===== src/rtl/array_input_collector_if.sv =====
// rtl/array_input_collector_if.sv - consumer-facing digit-entry bus for array_input_collector
interface array_input_collector_if #(
    parameter int MAX_DIGITS = 5
);
    logic                          en_array_i;
    logic [3:0]                    target_count_i;
    logic [2:0]                    press;
    logic [7:0]                    switch;
    logic [4*MAX_DIGITS-1:0]       array_o;
    logic                          over_o;
    logic [5*(MAX_DIGITS+1)-1:0]   show_o;
    logic                          err_o;

    // consumer side: raises the request and supplies the button/switch inputs
    modport master (
        output en_array_i, target_count_i, press, switch,
        input  array_o, over_o, show_o, err_o
    );

    // collector side
    modport slave (
        input  en_array_i, target_count_i, press, switch,
        output array_o, over_o, show_o, err_o
    );
endinterface


===== src/rtl/array_input_collector.sv =====
// rtl/array_input_collector.sv - BCD digit-entry collector with live seven-segment echo
module array_input_collector #(
    parameter int         MAX_DIGITS = 5,
    parameter logic [4:0] BLANK      = 5'd31
) (
    input  logic                    clk,
    input  logic                    rst_n,
    array_input_collector_if.slave  bus
);
    localparam int AW = 4 * MAX_DIGITS;
    localparam int SW = 5 * (MAX_DIGITS + 1);
    localparam int CW = $clog2(MAX_DIGITS + 1);

    localparam logic [2:0] P_NXT = 3'b000;
    localparam logic [2:0] P_RLS = 3'b001;
    localparam logic [2:0] P_CON = 3'b010;
    localparam logic [2:0] P_DEL = 3'b011;

    localparam logic [3:0]    MAX_TGT4 = 4'(MAX_DIGITS);
    localparam logic [CW-1:0] MAX_TGT  = CW'(MAX_DIGITS);

    typedef enum logic [1:0] {
        S_IDLE,
        S_ENTER,
        S_DONE
    } state_t;

    state_t          r_state;
    logic [CW-1:0]   r_tgt;
    logic [CW-1:0]   r_count;
    logic [AW-1:0]   r_array;
    logic            r_over;
    logic            r_err;
    logic [SW-1:0]   r_show;

    state_t          w_state_nxt;
    logic [CW-1:0]   w_tgt_nxt;
    logic [CW-1:0]   w_count_nxt;
    logic [AW-1:0]   w_array_nxt;
    logic            w_err_nxt;
    logic [SW-1:0]   w_show_nxt;
    logic [CW-1:0]   w_tgt_clamp;
    logic [3:0]      w_digit;
    logic [CW-1:0]   w_remaining;
    logic            w_unused_sw;

    assign w_digit     = bus.switch[3:0];
    assign w_unused_sw = ^bus.switch[7:4];

    // target count clamped into 1..MAX_DIGITS so a zero request still needs one digit
    always_comb begin
        w_tgt_clamp = CW'(bus.target_count_i);
        if (bus.target_count_i == 4'd0) begin
            w_tgt_clamp = CW'(1);
        end else if (bus.target_count_i > MAX_TGT4) begin
            w_tgt_clamp = MAX_TGT;
        end
    end

    // next-state, digit buffer and echo computation; a dropped request beats any press
    always_comb begin
        w_state_nxt = r_state;
        w_tgt_nxt   = r_tgt;
        w_count_nxt = r_count;
        w_array_nxt = r_array;
        w_err_nxt   = 1'b0;
        w_show_nxt  = {(MAX_DIGITS + 1){BLANK}};
        w_remaining = '0;

        case (r_state)
            S_IDLE: begin
                w_count_nxt = '0;
                w_array_nxt = '0;
                if (bus.en_array_i) begin
                    w_tgt_nxt   = w_tgt_clamp;
                    w_state_nxt = S_ENTER;
                end
            end
            S_ENTER: begin
                if (!bus.en_array_i) begin
                    w_state_nxt = S_IDLE;
                    w_count_nxt = '0;
                    w_array_nxt = '0;
                end else begin
                    case (bus.press)
                        P_NXT: begin
                            if (r_count < r_tgt && w_digit <= 4'd9) begin
                                w_array_nxt = {r_array[AW-5:0], w_digit};
                                w_count_nxt = r_count + CW'(1);
                            end else begin
                                w_err_nxt = 1'b1;
                            end
                        end
                        P_DEL: begin
                            if (r_count != '0) begin
                                w_array_nxt = r_array >> 4;
                                w_count_nxt = r_count - CW'(1);
                            end else begin
                                w_err_nxt = 1'b1;
                            end
                        end
                        P_RLS: begin
                            w_array_nxt = '0;
                            w_count_nxt = '0;
                        end
                        P_CON: begin
                            if (r_count == r_tgt) begin
                                w_state_nxt = S_DONE;
                            end else begin
                                w_err_nxt = 1'b1;
                            end
                        end
                        default: ;
                    endcase
                end
            end
            S_DONE: begin
                if (!bus.en_array_i) begin
                    w_state_nxt = S_IDLE;
                    w_count_nxt = '0;
                    w_array_nxt = '0;
                end
            end
            default: begin
                w_state_nxt = S_IDLE;
                w_count_nxt = '0;
                w_array_nxt = '0;
            end
        endcase

        // echo follows the post-edge contents, newest digit in slot 0
        for (int k = 0; k < MAX_DIGITS; k++) begin
            if (CW'(k) < w_count_nxt) begin
                w_show_nxt[5*k +: 5] = {1'b0, w_array_nxt[4*k +: 4]};
            end
        end
        if (w_state_nxt == S_ENTER) begin
            w_remaining = w_tgt_nxt - w_count_nxt;
            w_show_nxt[5*MAX_DIGITS +: 5] = 5'(w_remaining);
        end
    end

    // state and registered outputs; async reset returns everything to idle/blank
    always_ff @(posedge clk or negedge rst_n) begin
        if (!rst_n) begin
            r_state <= S_IDLE;
            r_tgt   <= CW'(1);
            r_count <= '0;
            r_array <= '0;
            r_over  <= 1'b0;
            r_err   <= 1'b0;
            r_show  <= {(MAX_DIGITS + 1){BLANK}};
        end else begin
            r_state <= w_state_nxt;
            r_tgt   <= w_tgt_nxt;
            r_count <= w_count_nxt;
            r_array <= w_array_nxt;
            r_over  <= (w_state_nxt == S_DONE);
            r_err   <= w_err_nxt;
            r_show  <= w_show_nxt;
        end
    end

    assign bus.array_o = r_array;
    assign bus.over_o  = r_over;
    assign bus.show_o  = r_show;
    assign bus.err_o   = r_err;
endmodule


===== src/flat_wrapper.sv =====
// flat-port wrapper written by rule: the top's interface ports become plain ports
module array_input_collector_flat 
#(
    parameter int         MAX_DIGITS = 5,
    parameter logic [4:0] BLANK      = 5'd31
)
  (clk, rst_n, bus_en_array_i, bus_target_count_i, bus_press, bus_switch, bus_array_o, bus_over_o, bus_show_o, bus_err_o);
  array_input_collector_if #(.MAX_DIGITS(MAX_DIGITS)) bus_i ();
  input  logic clk;
  input  logic rst_n;
  input wire logic [$bits(bus_i.en_array_i)-1:0] bus_en_array_i;
  input wire logic [$bits(bus_i.target_count_i)-1:0] bus_target_count_i;
  input wire logic [$bits(bus_i.press)-1:0] bus_press;
  input wire logic [$bits(bus_i.switch)-1:0] bus_switch;
  output wire logic [$bits(bus_i.array_o)-1:0] bus_array_o;
  output wire logic [$bits(bus_i.over_o)-1:0] bus_over_o;
  output wire logic [$bits(bus_i.show_o)-1:0] bus_show_o;
  output wire logic [$bits(bus_i.err_o)-1:0] bus_err_o;
  assign bus_i.en_array_i = bus_en_array_i;
  assign bus_i.target_count_i = bus_target_count_i;
  assign bus_i.press = bus_press;
  assign bus_i.switch = bus_switch;
  assign bus_array_o = bus_i.array_o;
  assign bus_over_o = bus_i.over_o;
  assign bus_show_o = bus_i.show_o;
  assign bus_err_o = bus_i.err_o;
  array_input_collector #(.MAX_DIGITS(MAX_DIGITS), .BLANK(BLANK)) u_core (.clk(clk), .rst_n(rst_n), .bus(bus_i));
endmodule

===== config.mk =====
export PLATFORM = sky130hd
export DESIGN_NAME = array_input_collector_flat
export DESIGN_NICKNAME = d
export VERILOG_FILES = /design/src/rtl/array_input_collector_if.sv /design/src/rtl/array_input_collector.sv /design/src/flat_wrapper.sv
export SDC_FILE = /design/constraint.sdc
export NUM_CORES = 1
export LEC_CHECK = 0
export ABC_AREA = 1
export BUFFER_PORTS_ARGS = -buffer_cell sky130_fd_sc_hd__buf_2
export CAP_MARGIN = 20
export CORE_MARGIN = 2
export CORE_UTILIZATION = 53
export CTS_CLUSTER_SIZE = 24
export DETAILED_ROUTE_END_ITERATION = 6
export PLACE_DENSITY = 0.82
export REMOVE_ABC_BUFFERS = 1
export SYNTH_ARGS = -nofsm -noshare
export SYNTH_HDL_FRONTEND = slang
export SYNTH_SLANG_ARGS = --single-unit

===== constraint.sdc =====
create_clock -name clk -period 3.1 [get_ports clk]
set_input_delay 0.465 -clock clk [delete_from_list [all_inputs] [get_ports clk]]
set_output_delay 0.465 -clock clk [all_outputs]
set_load 0.05 [all_outputs]

## Yosys cells after proc, flatten, opt, wreduce, memory -nomap -nowiden

Index checks and enable logic that the tools add are counted.

| storage, ports and cells | value |
|---|---|
| register bits after elaboration | 60 |
| logic and storage cells | 65 |
| bits of input ports | 18 |

| operators by class | value |
|---|---|
| multiplexer cells | 34 |
| equal/unequal tests | 8 |
| magnitude comparators | 8 |
| reduce and logical (&&, ||, !) cells | 5 |
| add/sub/neg operators | 3 |

Operators with widths:

| cell | count |
|---|---|
| 20-bit two-way mux | 4 |
| 20-bit case mux with 3 select lines | 1 |
| 20-bit case mux with 2 select lines | 1 |
| 5-bit two-way mux | 6 |
| 3-bit two-way mux | 8 |
| 2-bit two-way mux | 5 |
| 3-bit case mux with 3 select lines | 1 |
| 3-bit by 2-bit == test with 1-bit output (second input constant) | 2 |
| 1-bit by 3-bit < comparator with 1-bit output (first input constant) | 2 |
| 2-bit by 3-bit < comparator with 1-bit output (first input constant) | 2 |
| 2-bit case mux with 3 select lines | 1 |
| 3-bit case mux with 2 select lines | 1 |
| 1-bit two-way mux | 5 |
| 2-bit by 1-bit == test with 1-bit output (second input constant) | 2 |
| 2-bit == test (second input constant) | 2 |
| 4-bit by 3-bit greater-than comparator with 1-bit output (second input constant) | 1 |
| 4-bit less-or-equal comparator (second input constant) | 1 |
| 4-bit logical NOT | 1 |
| 3-bit by 1-bit adder with 3-bit output (second input constant) | 1 |
| 3-bit by 1-bit == test with 1-bit output (second input constant) | 1 |
| 3-bit == test | 1 |
| 3-bit logical NOT | 1 |
| 3-bit < comparator | 1 |
| 3-bit < comparator (first input constant) | 1 |
| 6 further kinds | 6 |

## Longest topological paths before layout

| logic depth | value |
|---|---|
| word-level depth | 8 |
| mapped depth | 19 |
| depth with buffers taken out | 19 |

## Least setup slack after synthesis

OpenSTA, ideal clock, no wires.

| path | value |
|---|---|
| path type | register to register |
| start point | reg u_core.r_count[2] |
| end point | reg u_core.r_show[27] (netlist: u_core.bus.show_o[27]) |
| period minus slack after synthesis | 2.553 ns |
| path slack | 0.547 ns |
| stages on the path, launching flop included | 16 |
| data arrival time | 2.471 ns |
| library setup time | 0.082 ns |
| cell sequence | dfrtp_1 ha_1 a21oi_1 nand3_1 nand2_1 nand2_1 nand2_1 nand2_1 nor2_1 nor2_2 ha_1 fa_1 xnor2_1 nand3_1 nand2_1 nand2_1 |

| between the ends | value |
|---|---|
| longest elaborated chain between the ends | 8 |

RTL lines:

| item | line | text |
|---|---|---|
| from (decl) | array_input_collector.sv:30 | `logic [CW-1:0] r_count;` |
| from (signal assigned) | array_input_collector.sv:156 | `r_count <= w_count_nxt;` |
| 3-bit < comparator | array_input_collector.sv:87 | `if (r_count < r_tgt && w_digit <= 4'd9) begin` |
| 1-bit logical AND | array_input_collector.sv:87 |  |
| 3-bit two-way mux | array_input_collector.sv:87 |  |
| 3-bit case mux with 3 select lines * | array_input_collector.sv:85 | `case (bus.press)` |
| 3-bit two-way mux * | array_input_collector.sv:80 | `if (!bus.en_array_i) begin` |
| 3-bit case mux with 2 select lines * | array_input_collector.sv:70 | `case (r_state)` |
| named net u_core.w_count_nxt[0] | array_input_collector.sv:38 | `logic [CW-1:0] w_count_nxt;` |
| 3-bit subtractor * | array_input_collector.sv:138 | `w_remaining = w_tgt_nxt - w_count_nxt;` |
| 5-bit two-way mux * | array_input_collector.sv:137 | `if (w_state_nxt == S_ENTER) begin` |
| named net u_core.w_show_nxt[27] | array_input_collector.sv:41 | `logic [SW-1:0] w_show_nxt;` |
| to (signal assigned) | array_input_collector.sv:152 | `r_show <= {(MAX_DIGITS + 1){BLANK}};` |
| to (signal assigned) | array_input_collector.sv:160 | `r_show <= w_show_nxt;` |
| to (decl) | array_input_collector.sv:34 | `logic [SW-1:0] r_show;` |

Mark *: on every way through the listed nets, which the timed path passes. The rest lies on a longest branch.

## Worst setup path in the final report

Same ends and word-level chain as after synthesis.

==> impl_results.md <==
* Post-Route Skew at 7.42 ps
* Critical Path Max Stage Delay at 520 ps
* Worst path required time at 3360 ps
* Critical path's slowest cell: dfrtp_1
* Layout cells sized above 1 at 34.2%
* Worst-skew pair later-pin latency at 340 ps
* First-pass GRT wire length at 10.7 mm
* DR vias at 2,354
* Num ports at 70
* Post-Syn Area at 0.00287 sq mm
* Net load switching power at 741 uW
* Starting Density at 55.5%
* Initial DRC count at 184
* Mean Syn Cell Area at 8.92 sq um
* Internal at 1.38 mW
* Sequential share of the synthesized area at 52.7%
* Initial antenna violation count at 0
* DR pass1 iterations at 4
* Pwr Total at 2.12 mW
* Post-Layout Cell Count at 471
* RSZ-0062 raised after global routing: false
* Mapped Cells at 322
* Setup bufs post-CTS at 0
* Reg power frac at 41.4%
* RD Place Congestion at 0.874
* Status: finished clean
* Die Y at 77.6 microns
* Port bufs at 65
* Fillers at 383
* CORE AREA at 0.00517 sq mm
* Most frequent cell after synthesis: nand2_1
* Ranking of synthesized cells by area: dfstp_2, dfrtp_1, nand2_1, inv_1, ha_1
* Ys flop type: dfstp_2
* Area growth syn-to-layout at 22.0%
* Pwr dens at 604 mW/mm^2
* Sum of negative setup slack at 0 ps
* Crit start category: flip-flop
* Drc violations at 0
* Mean routed wirelength per cell at 13.3 microns
* Tot GR Track Use at 22.7%
* Max clock buf depth at 2
* Synth cell count leaders: nand2_1, inv_1, dfstp_2
* Largest net degree at the start of global routing at 33
* Comb pwr share at 26.4%
* Worst Setup End Kind: flip-flop
* Hold buffer count at CTS at 0
* Antenna Diode Count at 0
* Clock-pin slew on the worst setup and hold paths at 60 ps
* Final slew viol count at 0
* Synthesis-stage register bit count at 59
* Clock Sinks at 59
* Pleak at 1.72 nW
* Resize count post-CTS at 0
* Hold Fails Final Rpt at 0
* Area taken by multi-input logic gates at 0.00110 sq mm
* Maximum fanout along the worst path at 6
* Number of enable flip-flop cells after synthesis at 0
* FMAX at 0.352 GHz
* Antenna viol nets, final at 0
* Critical path data arrival time at 3100 ps
* Nets at 426
* Final design area excluding fillers at 0.00350 sq mm
* Post-synthesis async set-or-reset flop share at 100%
* Clock network power share at 32.2%
* Hold/Removal Path Class: input pin to asynchronous set/reset pin
* Switching share of power at 35.0%
* Final worst-path cycle share at 91.7%
* Synth area leader: dfstp_2
* CTS buffer count at 9
* Syn. warnings at 0
* Worst Tran Pin Value at 632 ps
* CTS tree: done
* Total Wirelength at 6.25 mm
* Max IR drop VDD at 0.307 mV
* DP Cell Count at 455
* MaxCap Viol Count at 0
* Number of vias per cell at 5.00
* Vias in the first global route at 2,354
* GR Overflow Total at 0
* Finish-stage setup viols at 0
* FF/Latch Area at 0.00151 sq mm
* Synth cell types at 36
* CTS root buffer: clkbuf_8
* H-tree depth at 3
* Die Footprint at 0.00602 sq mm
* Final min period at 2840 ps
* Normalized max-slew margin at 57.9%
* Hpwl dp at 4.64 mm
* Synth top area share at 27.5%
* Die width at 77.6 microns
* CP cell instances: ha_4 -> a21oi_1 -> nand3_1 -> nand2_1 -> nand2_1 -> nand2_1 -> nand2_1 -> nor2_1 -> nor2_2 -> ha_1 -> fa_1 -> xnor2_1 -> nand3_1 -> nand2_1 -> nand2_1
* Row cnt at 26
* Most frequent CP cell: nand2_1
* Post-DP Area at 0.00330 sq mm
* Crit Path Category: flip-flop to flip-flop
per-stage QoR:
stage          hold slack [ps]  utilization [%]  setup slack, ps
6_report                   148             67.8              256
5_1_grt                    186             67.8             46.8
4_1_cts                    159             67.5              166
3_5_place_dp               522             63.7              181
3_3_place_gp               512             63.7              290
2_1_floorplan              169                -              376
path summary, 6_finish.rpt:
check	from	endpoint	slack [ps]	cells past startpoint
min	rst_n	u_core.bus.array_o[7]	150	1
min in group clk	bus_target_count_i[1]	u_core.r_tgt[1]	430	3
max in group asynchronous	rst_n	u_core.bus.show_o[24]	2300	2
max reg2reg	u_core.r_count[2]	u_core.bus.show_o[27]	260	15
min reg2reg	u_core.bus.array_o[5]	u_core.bus.show_o[6]	570	2
max	u_core.r_count[2]	u_core.bus.show_o[27]	260	15
area by class of cell:
class | count | share of cell area (%)
multi-input cells | 196 | 31.5
well taps | 70 | 2.50
clock inverters | 4 | 1.43
repair buffers | 70 | 10.7
clock buffers | 12 | 4.14
flip-flops and latches | 59 | 43.2
inverters | 60 | 6.57
sequential cells by signal (all words and copies together) (netlist names):
signal / count
u_core.bus.over_o: 1
u_core.r_state: 2
u_core.bus.show_o: 29
u_core.bus.err_o: 1
u_core.r_tgt: 3
u_core.r_count: 3
u_core.bus.array_o: 20
placed cells by master, fill, tap and decap left out, types with 2 or more instances in the layout:
cell type and instances:
nand2_1 79, a21oi_1 4, clkinvlp_4 2, inv_2 5, nand2_2 5, nor3_2 2, clkbuf_8 10, dfstp_2 30
xnor2_1 2, nor2_1 21, o21ai_0 11, nand3_1 12, nand2_4 2, buf_2 65, o22ai_1 9, a22oi_1 11
ha_1 10, clkbuf_1 2, dfrtp_1 29, inv_1 53, o21ai_1 11, nor3_1 3, buf_4 4
logic make-up after synthesis:
logic type / count (synthesis) / synth area share [%]
AO/OA/AOI/OAI: 50 / 10.6
AND/OR/NAND/NOR: 131 / 21.0
adder cells (fa/ha/maj): 12 / 5.49
flip-flops: 59 / 52.7
buffers and inverters: 67 / 9.32
XOR/XNOR: 3 / 0.915
routing by layer:
layer / wire length (microns) / vias to the layer above / global-route usage (%)
met5: 0 / - / 0
met4: 138 / 0 / 12.0
met3: 387 / 14 / 5.35
met2: 3030 / 86 / 36.9
met1: 2700 / 1091 / 28.1
li1: - / 1163 / -
power by group through the flow:
stage / combinational [mW] / sequential [mW] / clock [mW]
floorplan: 0.231 / 1.05 / 0
global placement: 0.531 / 0.886 / 0
detailed placement: 0.551 / 0.888 / 0
CTS: 0.552 / 0.877 / 0.693
global route: 0.605 / 0.882 / 0.731
finish: 0.558 / 0.877 / 0.682
worst max-delay path, delay by kind of cell, from the launching register on:
family / cells / cell delay [ps]
xor+xnor: 1 / 230
fa+ha+maj: 3 / 900
compound gates: 1 / 150
simple gates: 10 / 950
flops: 1 / 520
Power figures use the tool's default switching activity.
